[config.mk]
export PLATFORM = sky130hd
export DESIGN_NAME = aes_req_queue
export DESIGN_NICKNAME = d
export VERILOG_FILES = /design/src/rtl/aes_ctrl_pkg.sv /design/src/rtl/aes_req_queue.sv
export SDC_FILE = /design/constraint.sdc
export NUM_CORES = 1
export LEC_CHECK = 0
export CORE_MARGIN = 5
export CORE_UTILIZATION = 60
export CTS_BUF_LIST = sky130_fd_sc_hd__clkbuf_8
export CTS_CLUSTER_DIAMETER = 120
export DETAILED_ROUTE_END_ITERATION = 8
export GPL_ROUTABILITY_DRIVEN = 0
export PLACE_DENSITY = 0.87
export SLEW_MARGIN = 20
export SYNTH_ARGS = -nofsm -noshare
export SYNTH_HDL_FRONTEND = slang
export SYNTH_SLANG_ARGS = --single-unit
[constraint.sdc]
create_clock -name clk -period 5.9 [get_ports clk]
set_input_delay 0.59 -clock clk [delete_from_list [all_inputs] [get_ports clk]]
set_output_delay 0.59 -clock clk [all_outputs]
set_load 0.02 [all_outputs]
[src/rtl/aes_ctrl_pkg.sv]
// Shared AES control definitions: instruction field layout and unit IDs.
// Used by the request queue, the AES FSM and the completion queue.
package aes_ctrl_pkg;

    localparam int ADDRW     = 24;
    localparam int MODE_BIT  = 3*ADDRW+1;
    localparam int RSVD_BIT  = 3*ADDRW;
    localparam int KEY_MSB   = 3*ADDRW-1;
    localparam int KEY_LSB   = 2*ADDRW;
    localparam int TEXT_MSB  = 2*ADDRW-1;
    localparam int TEXT_LSB  = ADDRW;
    localparam int DEST_MSB  = ADDRW-1;
    localparam int DEST_LSB  = 0;

    localparam logic [1:0] MEM_ID   = 2'b00;
    localparam logic [1:0] ACCEL_ID = 2'b10;

endpackage

[src/rtl/aes_req_queue.sv]
// AES instruction request queue: circular buffer between the CPU register
// interface and the AES control FSM, with occupancy, sticky overflow and flush.
module aes_req_queue #(
    parameter int ADDRW = aes_ctrl_pkg::ADDRW,
    parameter int DEPTH = 4,
    parameter int CW    = $clog2(DEPTH)+1
) (
    input  logic               clk,
    input  logic               rst_n,
    input  logic               in_valid,
    input  logic [3*ADDRW+1:0] in_data,
    output logic               in_ready,
    output logic               out_valid,
    output logic [3*ADDRW+1:0] out_data,
    input  logic               out_ready,
    input  logic               flush,
    input  logic               clr_overflow,
    output logic [CW-1:0]      count,
    output logic               overflow
);

    localparam int AW = $clog2(DEPTH);
    localparam int DW = 3*ADDRW+2;

    logic [DW-1:0] r_mem [DEPTH];
    logic [AW-1:0] r_wr_ptr;
    logic [AW-1:0] r_rd_ptr;
    logic [CW-1:0] r_count;
    logic          r_overflow;

    logic w_full;
    logic w_empty;
    logic w_push;
    logic w_pop;
    logic w_drop;

    assign w_full  = (r_count == CW'(DEPTH));
    assign w_empty = (r_count == '0);
    assign w_push  = in_valid & ~w_full;
    assign w_pop   = ~w_empty & out_ready;
    assign w_drop  = in_valid & w_full;

    assign in_ready  = ~w_full;
    assign out_valid = ~w_empty;
    assign out_data  = r_mem[r_rd_ptr];
    assign count     = r_count;
    assign overflow  = r_overflow;

    // Storage is deliberately left unreset; only the pointers define validity.
    always_ff @(posedge clk) begin
        if (w_push && !flush) begin
            r_mem[r_wr_ptr] <= in_data;
        end
    end

    always_ff @(posedge clk or negedge rst_n) begin
        if (!rst_n) begin
            r_wr_ptr <= '0;
            r_rd_ptr <= '0;
            r_count  <= '0;
        end else if (flush) begin
            r_wr_ptr <= '0;
            r_rd_ptr <= '0;
            r_count  <= '0;
        end else begin
            if (w_push) begin
                r_wr_ptr <= r_wr_ptr + 1'b1;
            end
            if (w_pop) begin
                r_rd_ptr <= r_rd_ptr + 1'b1;
            end
            unique case ({w_push, w_pop})
                2'b10:   r_count <= r_count + 1'b1;
                2'b01:   r_count <= r_count - 1'b1;
                default: r_count <= r_count;
            endcase
        end
    end

    // A dropped push outranks a same-cycle clear so no loss goes unreported.
    always_ff @(posedge clk or negedge rst_n) begin
        if (!rst_n) begin
            r_overflow <= 1'b0;
        end else if (w_drop) begin
            r_overflow <= 1'b1;
        end else if (clr_overflow) begin
            r_overflow <= 1'b0;
        end
    end

endmodule

[Yosys cells after proc, flatten, opt, wreduce, memory -nomap -nowiden]
Memories as Yosys holds them, arrays and structs flattened.
Cells that the tools add are included.
Cells by class
  $add $sub $neg: 4
  multiplexer cells: 10
  reduce and logical (&&, ||, !) cells: 7
  bitwise gates (word level): 5
  equal/unequal tests: 3
Operators by type and width (count)
  2-bit 2-to-1 mux: 4
  3-bit case mux with 2 select lines: 1
  2-bit nonzero test: 3
  2-bit by 1-bit adder with 2-bit output, second input constant: 2
  1-bit 2-to-1 mux: 4
  3-bit by 1-bit adder with 3-bit output, second input constant: 1
  1-bit AND: 3
  3-bit equality test, second input constant: 1
  3-bit zero test: 1
  3-bit 2-to-1 mux: 1
  3-bit nonzero test: 1
  3-bit by 1-bit subtractor with 3-bit output, second input constant: 1
  2-bit by 1-bit equality test with 1-bit output, second input constant: 1
  2-bit equality test, second input constant: 1
  1-bit inverter: 2
  1-bit logical AND: 1
  1-bit zero test: 1
Word-level totals
  memories: 1
  output and inout bits: 80
  bits in registers: 8
  word-level logic and storage cells: 34
  memory bits (writable): 296
  input bits: 80
Memories
  r_mem: words 4, bits a word 74, rd ports 1, clocked after memory_dff 0, write ports 1, RTL line aes_req_queue.sv:25  | logic [DW-1:0] r_mem [DEPTH];

[Longest topological paths before layout]
Gate-level depths: netlist of run 1.
  depth after elaboration: 6
  depth in mapped cells: 7
  mapped depth without buffers: 6

[Worst setup path before layout of run 1]
OpenSTA, ideal clock, no wires.
  kind: input to register
  start: in in_valid
  end: mem r_mem[0][0] (netlist name) (enable)
  arrival: 2.881 ns
  data required time: 5.460 ns
  cell stages on the path: 4
  buffers on the path: 1
  slack: 2.579 ns
  setup time: 0.440 ns
  cell sequence: buf_2 -> inv_1 -> nor3_1 -> and2_1
Between the ends
  cells in the longest elaborated chain, start to end: 4
RTL lines
  from (decl): RTL line aes_req_queue.sv:10  | input logic in_valid,
  1-bit AND: RTL line aes_req_queue.sv:39  | assign w_push = in_valid & ~w_full;
  1-bit logical AND: RTL line aes_req_queue.sv:51  | if (w_push && !flush) begin
  1-bit 2-to-1 mux: RTL line aes_req_queue.sv:51
  1-bit 2-to-1 mux (not written as such): RTL line aes_req_queue.sv:52  | r_mem[r_wr_ptr] <= in_data;
  to (decl): RTL line aes_req_queue.sv:25
Every way passes these cells.

[Worst setup path after layout of run 1]
  start: reg r_rd_ptr[0]
  end: out out_data[60]
Between the ends
  cells in the longest elaborated chain, start to end: 1
RTL lines
  from (decl): RTL line aes_req_queue.sv:27  | logic [AW-1:0] r_rd_ptr;
  from (signal assigned): RTL line aes_req_queue.sv:70  | r_rd_ptr <= r_rd_ptr + 1'b1;
  memory 4 x 74 bit
  to (decl): RTL line aes_req_queue.sv:14  | output logic [3*ADDRW+1:0] out_data,
Every way passes these cells.

==> qor.csv, run 1 <==
stage,metric,value,unit
clock_tree,Worst-Skew Late Latency,0.53,ns
layout,final net count,735,
logic_synthesis,largest family of logic cells by synthesized area,multiplexers,
logic_synthesis,number of synthesized flops with an enable pin,296,
grt,GRT overflow,0,
timing,worst setup margin,2.17,ns
logic_synthesis,Synth Flop Type,edfxtp_1,
logic_synthesis,Synth Warn #,0,
timing,# setup viols final,0,
clock_tree,CTS Buffer Depth,3,
timing,Fmax achieved,0.268,GHz
setup_path,FF-to-FF path depth,4,
detailed_routing,Final ANT Viol Nets,0,
logic_synthesis,Post-synth ARST share,0.0263,
clock_tree,"Reg clk slew, reported paths",0.06,ns
placement,HPWL after DPL,11800,um
logic_synthesis,Syn Nets,543,
power,P per Cell Area,369,nW/um^2
clock_tree,Hold Buf Count CTS,0,
floorplan,DIE AREA,21800,sq um
grt,vias in the first global route,5871,
power,Pwr Total,5.19,mW
layout,Area Growth Syn to Fin,23.9,%
logic_synthesis,Compound-Gate Fraction of Synth Area,0.0118,
setup_path,R2R Path End,r_mem[2][40],
setup_path,crit path kind,register to output port,
logic_synthesis,register bit count reported by yosys,304,
power,LEAKAGE,4.51,nW
setup_path,worst-path maximum fanout,42,
timing,RSZ-0062 raised after global routing,no,
timing,final count of pins violating max slew,0,
timing,Tightest Pin Transition,0.827,ns
clock_tree,# Post-CTS Setup Buffers,0,
layout,Fillers,1043,
logic_synthesis,post-synthesis adder-cell area fraction,0.00618,
timing,crit path time final,3.73,ns
setup_path,crit start category,register,
setup_path,WP buf/inv,2,
floorplan,Die X,148,um
layout,layout cell share with drive strength beyond 1,0.218,
setup_path,Critical Path End Type,output port,
floorplan,Die H,148,um
logic_synthesis,Post-Syn Area,11300,sq um
floorplan,Row Count,50,
setup_path,CP Cell Sequence,"buf_4, mux4_2, clkdlybuf4s50_1",
worst_hold_path,Worst Hold Class,primary input to asynchronous set/reset pin,
layout,final non-filler cell area,14100,sq um
grt,largest net degree at the start of global routing,76,
setup_path,Worst EP required,5.31,ns
grt,gr usage total,0.195,
floorplan,Core ar.,18600,sq um
placement,Setup WS pre-CTS,2.60,ns
placement,DP Area,13100,sq um
floorplan,Initial Util,0.609,
timing,Final Skew,0.0101,ns
setup_path,Top delay family on crit path,buffers and inverters,
logic_synthesis,sequential-to-total area share from yosys stat,0.801,
power,Max VDD drop,257,uV
job,max_cap viols,0,
detailed_routing,Post-Route WL,21300,um
timing,fin crit share,0.633,
detailed_routing,First-pass DRT Iterations,5,
setup_path,"slowest stage delay, CP",0.96,ns
layout,n_diodes,0,
clock_tree,CTS tree,built,
clock_tree,Root Driver,clkbuf_8,
placement,port bufs,159,
timing,Fin Setup TNS,0,ns
logic_synthesis,post-synthesis cell count,458,
logic_synthesis,Avg Inst Size Synth,24.8,sq um
timing,Final Hold Fails,0,
setup_path,CP max stage cell,dfrtp_4,
setup_path,CP Data Arrival Time,3.14,ns
detailed_routing,1st-iter DRT viols,331,
detailed_routing,via/cell ratio,5.76,
timing,Rel. slew slack,0.449,
logic_synthesis,post-synthesis simple-gate area fraction,0.0117,
clock_tree,CTS Buf Count,47,
detailed_routing,Routed WL per cell,23.1,um
clock_tree,post-cts resize count,0,
detailed_routing,DR vias,5293,
logic_synthesis,synth unique cells,33,
detailed_routing,DRC Markers,0,
floorplan,IO Count,160,
logic_synthesis,post-synthesis xor/xnor area fraction,0.00232,
grt,initial antenna violation count,1,
clock_tree,# H-tree levels,2,
setup_path,reg2reg setup slack,3.41,ns
logic_synthesis,post-synthesis mux area share,0.147,
outcome,status,"finished, final reports clean",
clock_tree,CTS Sinks,304,
grt,global-route wire length before repair,32500,um
setup_path,worst r2r src,count[0],
[sequential cells by signal (all words and copies together), names as in the netlist]
signal    cells
count         3
r_mem       296
r_wr_ptr      2
r_rd_ptr      2
overflow      1
[kinds of logic (layout without fill, tap and decap cells)]
| group | after synthesis | after routing |
|---|---|---|
| adders and majority gates | 5 | 5 |
| DFF | 304 | 304 |
| and+or+nand+nor | 22 | 22 |
| muxes | 74 | 74 |
| AOI/OAI and AO/OA | 20 | 20 |
| xor gates and xnor gates | 3 | 3 |
| buffers and inverters | 30 | 257 |
[per-layer routing]
layer / vias to the layer above / global-route usage / wire length, um
met2: 225 / 0.327 / 10900
met5: - / 0 / 13
met3: 32 / 0.0592 / 1620
met4: 2 / 0.0541 / 433
li1: 2342 / - / -
met1: 2692 / 0.253 / 8350
[stage by stage]
step	cells	util	hold slack [ns]
after CTS	914	0.748	0.322
after global routing	919	0.754	0.329
after detailed placement	830	0.701	0.552
after global placement	830	0.701	0.529
final	919	0.754	0.351
after floorplan	458	-	0.294
[cell usage in the layout, fill, tap and decap left out, types with 3 or more instances in the layout]
master and n:
clkinv_1 7, nand2b_1 4, buf_16 3, o21ai_0 4
a21oi_1 7, dfrtp_1 6, edfxtp_1 296, clkinvlp_4 3
and2_4 4, mux4_2 74, inv_1 24, clkdlybuf4s50_1 159
clkbuf_8 49, nand3_1 3, ha_1 4, clkinv_2 6
[report_power, final]
group	switching [mW]	internal, mW
registers	0.0938	2.47
logic	0.470	0.547
clock network	0.750	0.859
[cell usage after synthesis (3+ instances only)]
cell	instances	area, sq um
dfrtp_1	8	200
nand2b_1	4	25.0
and2_1	5	31.3
buf_12	5	100
buf_2	9	45.0
mux4_2	74	1670
ha_1	4	50.1
a21oi_1	7	35.0
o21ai_0	4	20.0
clkbuf_1	3	11.3
inv_1	7	26.3
nand3_1	3	15.0
buf_4	4	30.0
edfxtp_1	296	8890
[final cells by class]
| type | instances | area (sq um) | share of cell area |
|---|---|---|---|
| Sequential cell | 304 | 9100 | 0.647 |
| Multi-Input combinational cell | 124 | 2040 | 0.145 |
| Timing Repair Buffer | 166 | 1730 | 0.123 |
| Clock buffer | 49 | 674 | 0.0480 |
| Tap cell | 234 | 293 | 0.0208 |
| Clock inverter | 35 | 203 | 0.0144 |
| Inverter | 7 | 26.3 | 0.00187 |
[worst register-to-register path, cell delays in order, from the launching register on]
cell and delay (ns):
dfrtp_1 0.64, nor3b_1 0.17, nor3_1 0.36, and2_4 0.69, buf_12 0.30
[worst max path at each step]
stage                     start      endpoint  slack (ns)  cells past startpoint
floorplan              in_valid   r_mem[0][0]        2.58                      4
CTS                 r_rd_ptr[0]  out_data[13]        2.02                      3
global route        r_rd_ptr[0]  out_data[13]        1.88                      3
detailed placement     in_valid  r_mem[1][50]        2.60                      4
global placement    r_rd_ptr[0]   out_data[9]        2.62                      3
finish              r_rd_ptr[0]  out_data[60]        2.17                      3
(Power assumes the default switching activity.)
==> run 2, diff against run 1 <==
--- a/config.mk
+++ b/config.mk
@@ -6,12 +6,12 @@
 export NUM_CORES = 1
 export LEC_CHECK = 0
 export CORE_MARGIN = 5
-export CORE_UTILIZATION = 60
+export CORE_UTILIZATION = 51
 export CTS_BUF_LIST = sky130_fd_sc_hd__clkbuf_8
 export CTS_CLUSTER_DIAMETER = 120
 export DETAILED_ROUTE_END_ITERATION = 8
 export GPL_ROUTABILITY_DRIVEN = 0
-export PLACE_DENSITY = 0.87
+export PLACE_DENSITY = 0.78
 export SLEW_MARGIN = 20
 export SYNTH_ARGS = -nofsm -noshare
 export SYNTH_HDL_FRONTEND = slang
==> constraint.sdc (replaced) <==
create_clock -name clk -period 3.3 [get_ports clk]
set_input_delay 0.33 -clock clk [delete_from_list [all_inputs] [get_ports clk]]
set_output_delay 0.33 -clock clk [all_outputs]
set_load 0.02 [all_outputs]
==> qor.csv, run 2 (synthesized netlist as in run 1, its figures left out) <==
stage,metric,value,unit,change
outcome,status,"finished, final reports clean",,
grt,initial antenna violation count,1,,unchanged
layout,Multi-input gate area,2040,sq um,unchanged
layout,n_diodes,0,,unchanged
power,Max VDD drop,428,uV,+66%
placement,HPWL after DPL,13500,um,+14%
clock_tree,post-cts resize count,0,,unchanged
timing,Final Hold Fails,0,,unchanged
timing,fin crit share,0.917,,
grt,vias in the first global route,5973,,+1.7%
setup_path,Critical Path End Type,output port,,
timing,Fin Setup TNS,0,ns,unchanged
grt,global-route wire length before repair,33400,um,+2.8%
detailed_routing,DR top layer,met5,,
placement,Setup WS pre-CTS,0.559,ns,-2.04 ns
detailed_routing,met3 WL post-DR,1220,um,-25%
setup_path,Worst EP required,2.97,ns,-2.34 ns
layout,Fillers,1393,,+34%
setup_path,crit path kind,register to output port,,
layout,Area Growth Syn to Fin,25.9,%,
clock_tree,Root Driver,clkbuf_8,,
clock_tree,# Post-CTS Setup Buffers,0,,unchanged
grt,GRT overflow,0,,unchanged
clock_tree,Worst-Skew Late Latency,0.54,ns,about the same
layout,largest reg by FF count,r_mem,,
floorplan,Die H,159,um,+7.9%
layout,Finished Core Util,0.652,,-0.102
timing,RSZ-0062 raised after global routing,no,,
grt,largest net degree at the start of global routing,44,,-42%
clock_tree,CTS Buf Count,49,,+4.3%
timing,Final Skew,0.0157,ns,+0.00561 ns
placement,port bufs,159,,unchanged
floorplan,Row Count,54,,+8.0%
timing,Tightest Pin Transition,0.557,ns,-0.270 ns
layout,layout cell share with drive strength beyond 1,0.230,,+0.0128
worst_hold_path,Worst Hold Class,primary input to asynchronous set/reset pin,,
clock_tree,CTS Buffer Depth,3,,unchanged
clock_tree,CTS Sinks,304,,unchanged
timing,Fmax achieved,0.330,GHz,
floorplan,IO Count,160,,unchanged
detailed_routing,DR vias,5351,,+1.1%
power,LEAKAGE,4.59,nW,+1.9%
power,P per Cell Area,662,nW/um^2,+79%
clock_tree,CTS tree,built,,
detailed_routing,1st-iter DRT viols,247,,-25%
clock_tree,Hold Buf Count CTS,0,,unchanged
setup_path,crit start category,register,,
job,max_cap viols,0,,unchanged
layout,"most common cell after layout, fill and taps aside",edfxtp_1,,
timing,# setup viols final,0,,unchanged
layout,max FFs per register,296,,unchanged
setup_path,CP Data Arrival Time,2.70,ns,-0.44 ns
detailed_routing,First-pass DRT Iterations,4,,-1
floorplan,Initial Util,0.518,,-0.0903
floorplan,Core ar.,21900,sq um,+17%
layout,Seq. cell area,9100,sq um,unchanged
floorplan,Die X,159,um,+7.9%
detailed_routing,Routed WL per cell,21.7,um,-6.4%
timing,final count of pins violating max slew,0,,unchanged
clock_tree,"Reg clk slew, reported paths",0.06,ns,about the same
detailed_routing,DRC Markers,0,,unchanged
detailed_routing,met2 routed WL,11000,um,+1.2%
clock_tree,# H-tree levels,2,,unchanged
detailed_routing,met1 WL,8740,um,+4.6%
layout,"commonest non-fill, non-tap cells in the layout","296 x edfxtp_1, 159 x clkdlybuf4s50_1, 74 x mux4_2",,
layout,final net count,744,,+1.2%
grt,gr usage total,0.166,,-0.0287
detailed_routing,via/cell ratio,5.47,,-5.1%
timing,crit path time final,3.03,ns,
timing,worst setup margin,0.273,ns,-1.89 ns
floorplan,DIE AREA,25300,sq um,+16%
detailed_routing,Final ANT Viol Nets,0,,unchanged
detailed_routing,Post-Route WL,21200,um,-0.30%
setup_path,worst-path maximum fanout,43,,+2.4%
timing,Rel. slew slack,0.629,,+0.180
-- run 2: cell count changes in the layout (fill, tap and decap cells not counted), sizes merged --
cell,delta
clkinvlp,-2
buf,+7
clkinv,+5
clkbuf,+5
inv,-1
-- run 2: cell type report --
class | instances | area share
sequential | 304 | 0.637
timing repair buffer | 173 | 0.128
clock buffer | 54 | 0.0520
tap | 280 | 0.0245
inverter | 7 | 0.00184
clock inverter | 37 | 0.0144
multi-input combinational | 124 | 0.143
-- run 2: final timing paths --
path | start | end | slack (ns) | cells past startpoint
min | rst_n | r_wr_ptr[1] | 0.09 | 1
min in group clk | clr_overflow | overflow | 0.39 | 2
min reg2reg | overflow | overflow | 0.54 | 2
max reg2reg | count[0] | r_mem[1][58] | 1.00 | 4
max | r_rd_ptr[0] | out_data[41] | 0.27 | 3
max in group asynchronous | rst_n | r_rd_ptr[0] | 2.88 | 1
-- run 2: through the flow --
| step | hold slack [ns] | area [sq um] | std cells | power (mW) |
|---|---|---|---|---|
| after floorplan | 0.0344 | 11400 | 458 | 5.76 |
| after global placement | 0.550 | 13300 | 888 | 6.49 |
| after detailed placement | 0.527 | 13300 | 888 | 6.53 |
| after CTS | 0.0507 | 14300 | 979 | 9.59 |
| after global routing | 0.0560 | 14300 | 979 | 9.88 |
| final | 0.0877 | 14300 | 979 | 9.45 |
-- run 2: where the power goes --
group	leakage [nW]	switching, mW	internal [mW]	total [mW]
Sequential	2.79	0.112	4.41	4.52
Combinational	1.25	0.897	1.01	1.90
Clock	0.549	1.36	1.66	3.03
-- run 2: per-layer routing --
layer / global-route usage / vias to the layer above
met1: 0.218 / 2779
met2: 0.280 / 172
met3: 0.0448 / 33
met4: 0.0438 / 2
li1: - / 2365
met5: 0 / -
-- run 2: critical path, stage by stage (launching register included) --
cell	delay, ns
dfrtp_4	0.62
buf_12	0.36
mux4_2	0.57
clkdlybuf4s50_1	0.57
==> run 3, diff against run 2 <==
--- a/config.mk
+++ b/config.mk
@@ -5,7 +5,6 @@
 export SDC_FILE = /design/constraint.sdc
 export NUM_CORES = 1
 export LEC_CHECK = 0
-export CORE_MARGIN = 5
 export CORE_UTILIZATION = 51
 export CTS_BUF_LIST = sky130_fd_sc_hd__clkbuf_8
 export CTS_CLUSTER_DIAMETER = 120
==> qor.csv, run 3 (synthesized netlist as in run 1, its figures left out) <==
stage,metric,value,unit,change
outcome,status,"finished, final reports clean",,
timing,Rel. slew slack,0.600,,-0.0285
setup_path,Critical Path End Type,output port,,
setup_path,FF-to-FF path depth,5,,+1
timing,crit path time final,2.92,ns,-0.108 ns
layout,Area Growth Syn to Fin,24.6,%,
timing,Tightest Pin Transition,0.599,ns,+0.0427 ns
clock_tree,CTS tree,built,,
floorplan,Row Count,54,,unchanged
layout,final net count,742,,-0.27%
placement,HPWL after DPL,12800,um,-5.2%
floorplan,Core ar.,21800,sq um,-0.31%
detailed_routing,DR vias,5279,,-1.3%
clock_tree,Root Driver,clkbuf_8,,
timing,Fin Setup TNS,0,ns,unchanged
setup_path,reg2reg setup slack,1.05,ns,+0.05 ns
setup_path,CP max stage cell,dfrtp_4,,
setup_path,WP buf/inv,2,,unchanged
job,max_cap viols,0,,unchanged
setup_path,CP Data Arrival Time,2.59,ns,-0.11 ns
setup_path,CP Cell Sequence,"buf_12, mux4_2, clkdlybuf4s50_1",,
detailed_routing,via/cell ratio,5.45,,-0.22%
timing,fin crit share,0.884,,-0.0329
setup_path,"slowest stage delay, CP",0.68,ns,+0.06 ns
setup_path,R2R Path End,count[1],,
timing,RSZ-0062 raised after global routing,no,,
setup_path,crit start category,register,,
timing,Fmax achieved,0.343,GHz,+3.7%
grt,global-route wire length before repair,30900,um,-7.5%
detailed_routing,Final ANT Viol Nets,0,,unchanged
layout,max FFs per register,296,,unchanged
power,P per Cell Area,640,nW/um^2,-3.2%
clock_tree,Hold Buf Count CTS,0,,unchanged
timing,Final Skew,0.0194,ns,+0.00377 ns
grt,initial antenna violation count,0,,-1
placement,port bufs,159,,unchanged
power,LEAKAGE,4.51,nW,-1.9%
clock_tree,post-cts resize count,0,,unchanged
clock_tree,CTS Buf Count,46,,-6.1%
layout,layout cell share with drive strength beyond 1,0.219,,-0.0109
detailed_routing,1st-iter DRT viols,290,,+17%
detailed_routing,Post-Route WL,20200,um,-4.8%
clock_tree,# H-tree levels,2,,unchanged
grt,gr usage total,0.183,,+0.0165
clock_tree,Worst-Skew Late Latency,0.53,ns,about the same
grt,GRT overflow,0,,unchanged
layout,"commonest non-fill, non-tap cells in the layout","296 x edfxtp_1, 159 x clkdlybuf4s50_1, 74 x mux4_2",,
placement,Placed Cells,889,,+0.11%
power,Max VDD drop,431,uV,+0.79%
layout,n_diodes,0,,unchanged
detailed_routing,Routed WL per cell,20.9,um,-3.7%
floorplan,DIE AREA,22800,sq um,-9.8%
setup_path,worst r2r src,count[0],,
setup_path,worst-path maximum fanout,22,,-49%
grt,vias in the first global route,5567,,-6.8%
setup_path,Worst EP required,2.97,ns,about the same
detailed_routing,DRC Markers,0,,unchanged
timing,# setup viols final,0,,unchanged
floorplan,Die X,151,um,-5.0%
timing,Final Hold Fails,0,,unchanged
clock_tree,# Post-CTS Setup Buffers,0,,unchanged
setup_path,crit path kind,register to output port,,
clock_tree,CTS Sinks,304,,unchanged
clock_tree,CTS Buffer Depth,3,,unchanged
layout,"most common cell after layout, fill and taps aside",edfxtp_1,,
worst_hold_path,Worst Hold Class,primary input to asynchronous set/reset pin,,
layout,Final Non-Filler Cells,968,,-1.1%
setup_path,Top delay family on crit path,buffers and inverters,,
clock_tree,"Reg clk slew, reported paths",0.07,ns,about the same
floorplan,Die H,151,um,-5.0%
grt,largest net degree at the start of global routing,39,,-11%
floorplan,IO Count,160,,unchanged
layout,largest reg by FF count,r_mem,,
floorplan,Initial Util,0.520,,+0.00160
detailed_routing,First-pass DRT Iterations,4,,unchanged
power,Pwr Total,9.05,mW,-4.3%
timing,final count of pins violating max slew,0,,unchanged
==> run 3: cell count changes in the layout (fill, tap and decap cells not counted) <==
cell	previous run	this run
buf_12	10	11
bufinv_16	2	0
clkbuf_8	54	47
clkinv_1	10	11
clkinv_2	8	6
inv_1	23	21
==> run 3: worst max-delay path by stage <==
stage / startpoint / to / cells past startpoint
CTS: r_rd_ptr[0] / out_data[43] / 3
detailed placement: in_valid / r_mem[1][50] / 5
global route: r_rd_ptr[0] / out_data[1] / 3
global placement: in_valid / r_mem[0][48] / 5
finish: r_rd_ptr[0] / out_data[43] / 3
floorplan: count[1] / r_mem[0][0] / 4
==> run 3: metrics by stage <==
stage | setup WS, ns | util | cell area (sq um) | hold slack [ns]
floorplan | 0.797 | - | 11400 | 0.0344
global placement | 0.790 | 0.612 | 13400 | 0.534
detailed placement | 0.572 | 0.612 | 13400 | 0.562
CTS | 0.292 | 0.648 | 14100 | 0.0527
global route | 0.221 | 0.648 | 14100 | 0.0782
finish | 0.381 | 0.648 | 14100 | 0.0755
==> run 3: metal layers <==
metal	vias to the layer above	wire length, um	global-route usage
li1	2350	-	-
met1	2710	8300	0.248
met2	193	10400	0.303
met3	26	1260	0.0413
met4	0	252	0.0465
met5	-	0	0
==> run 3: final cells by class <==
type / count / area, sq um
repair buffers: 174 / 1840
well taps: 280 / 350
fillers: 1411 / 7690
clock inverters: 32 / 131
inverters: 7 / 26.3
flip-flops and latches: 304 / 9100
clock buffers: 47 / 647
multi-input cells: 124 / 2040
==> run 3: worst register-to-register path, cell delays in order (launching register included) <==
cell       delay [ns]
dfrtp_1          0.55
o31ai_1          0.46
a21oi_1          0.11
fa_1             0.54
a21oi_1          0.10
a2111oi_2        0.36
==> run 3: where the power goes <==
| part | total, mW | internal, mW | switching (mW) |
|---|---|---|---|
| registers | 4.53 | 4.41 | 0.125 |
| clock network | 2.61 | 1.32 | 1.30 |
| logic | 1.90 | 1.02 | 0.881 |
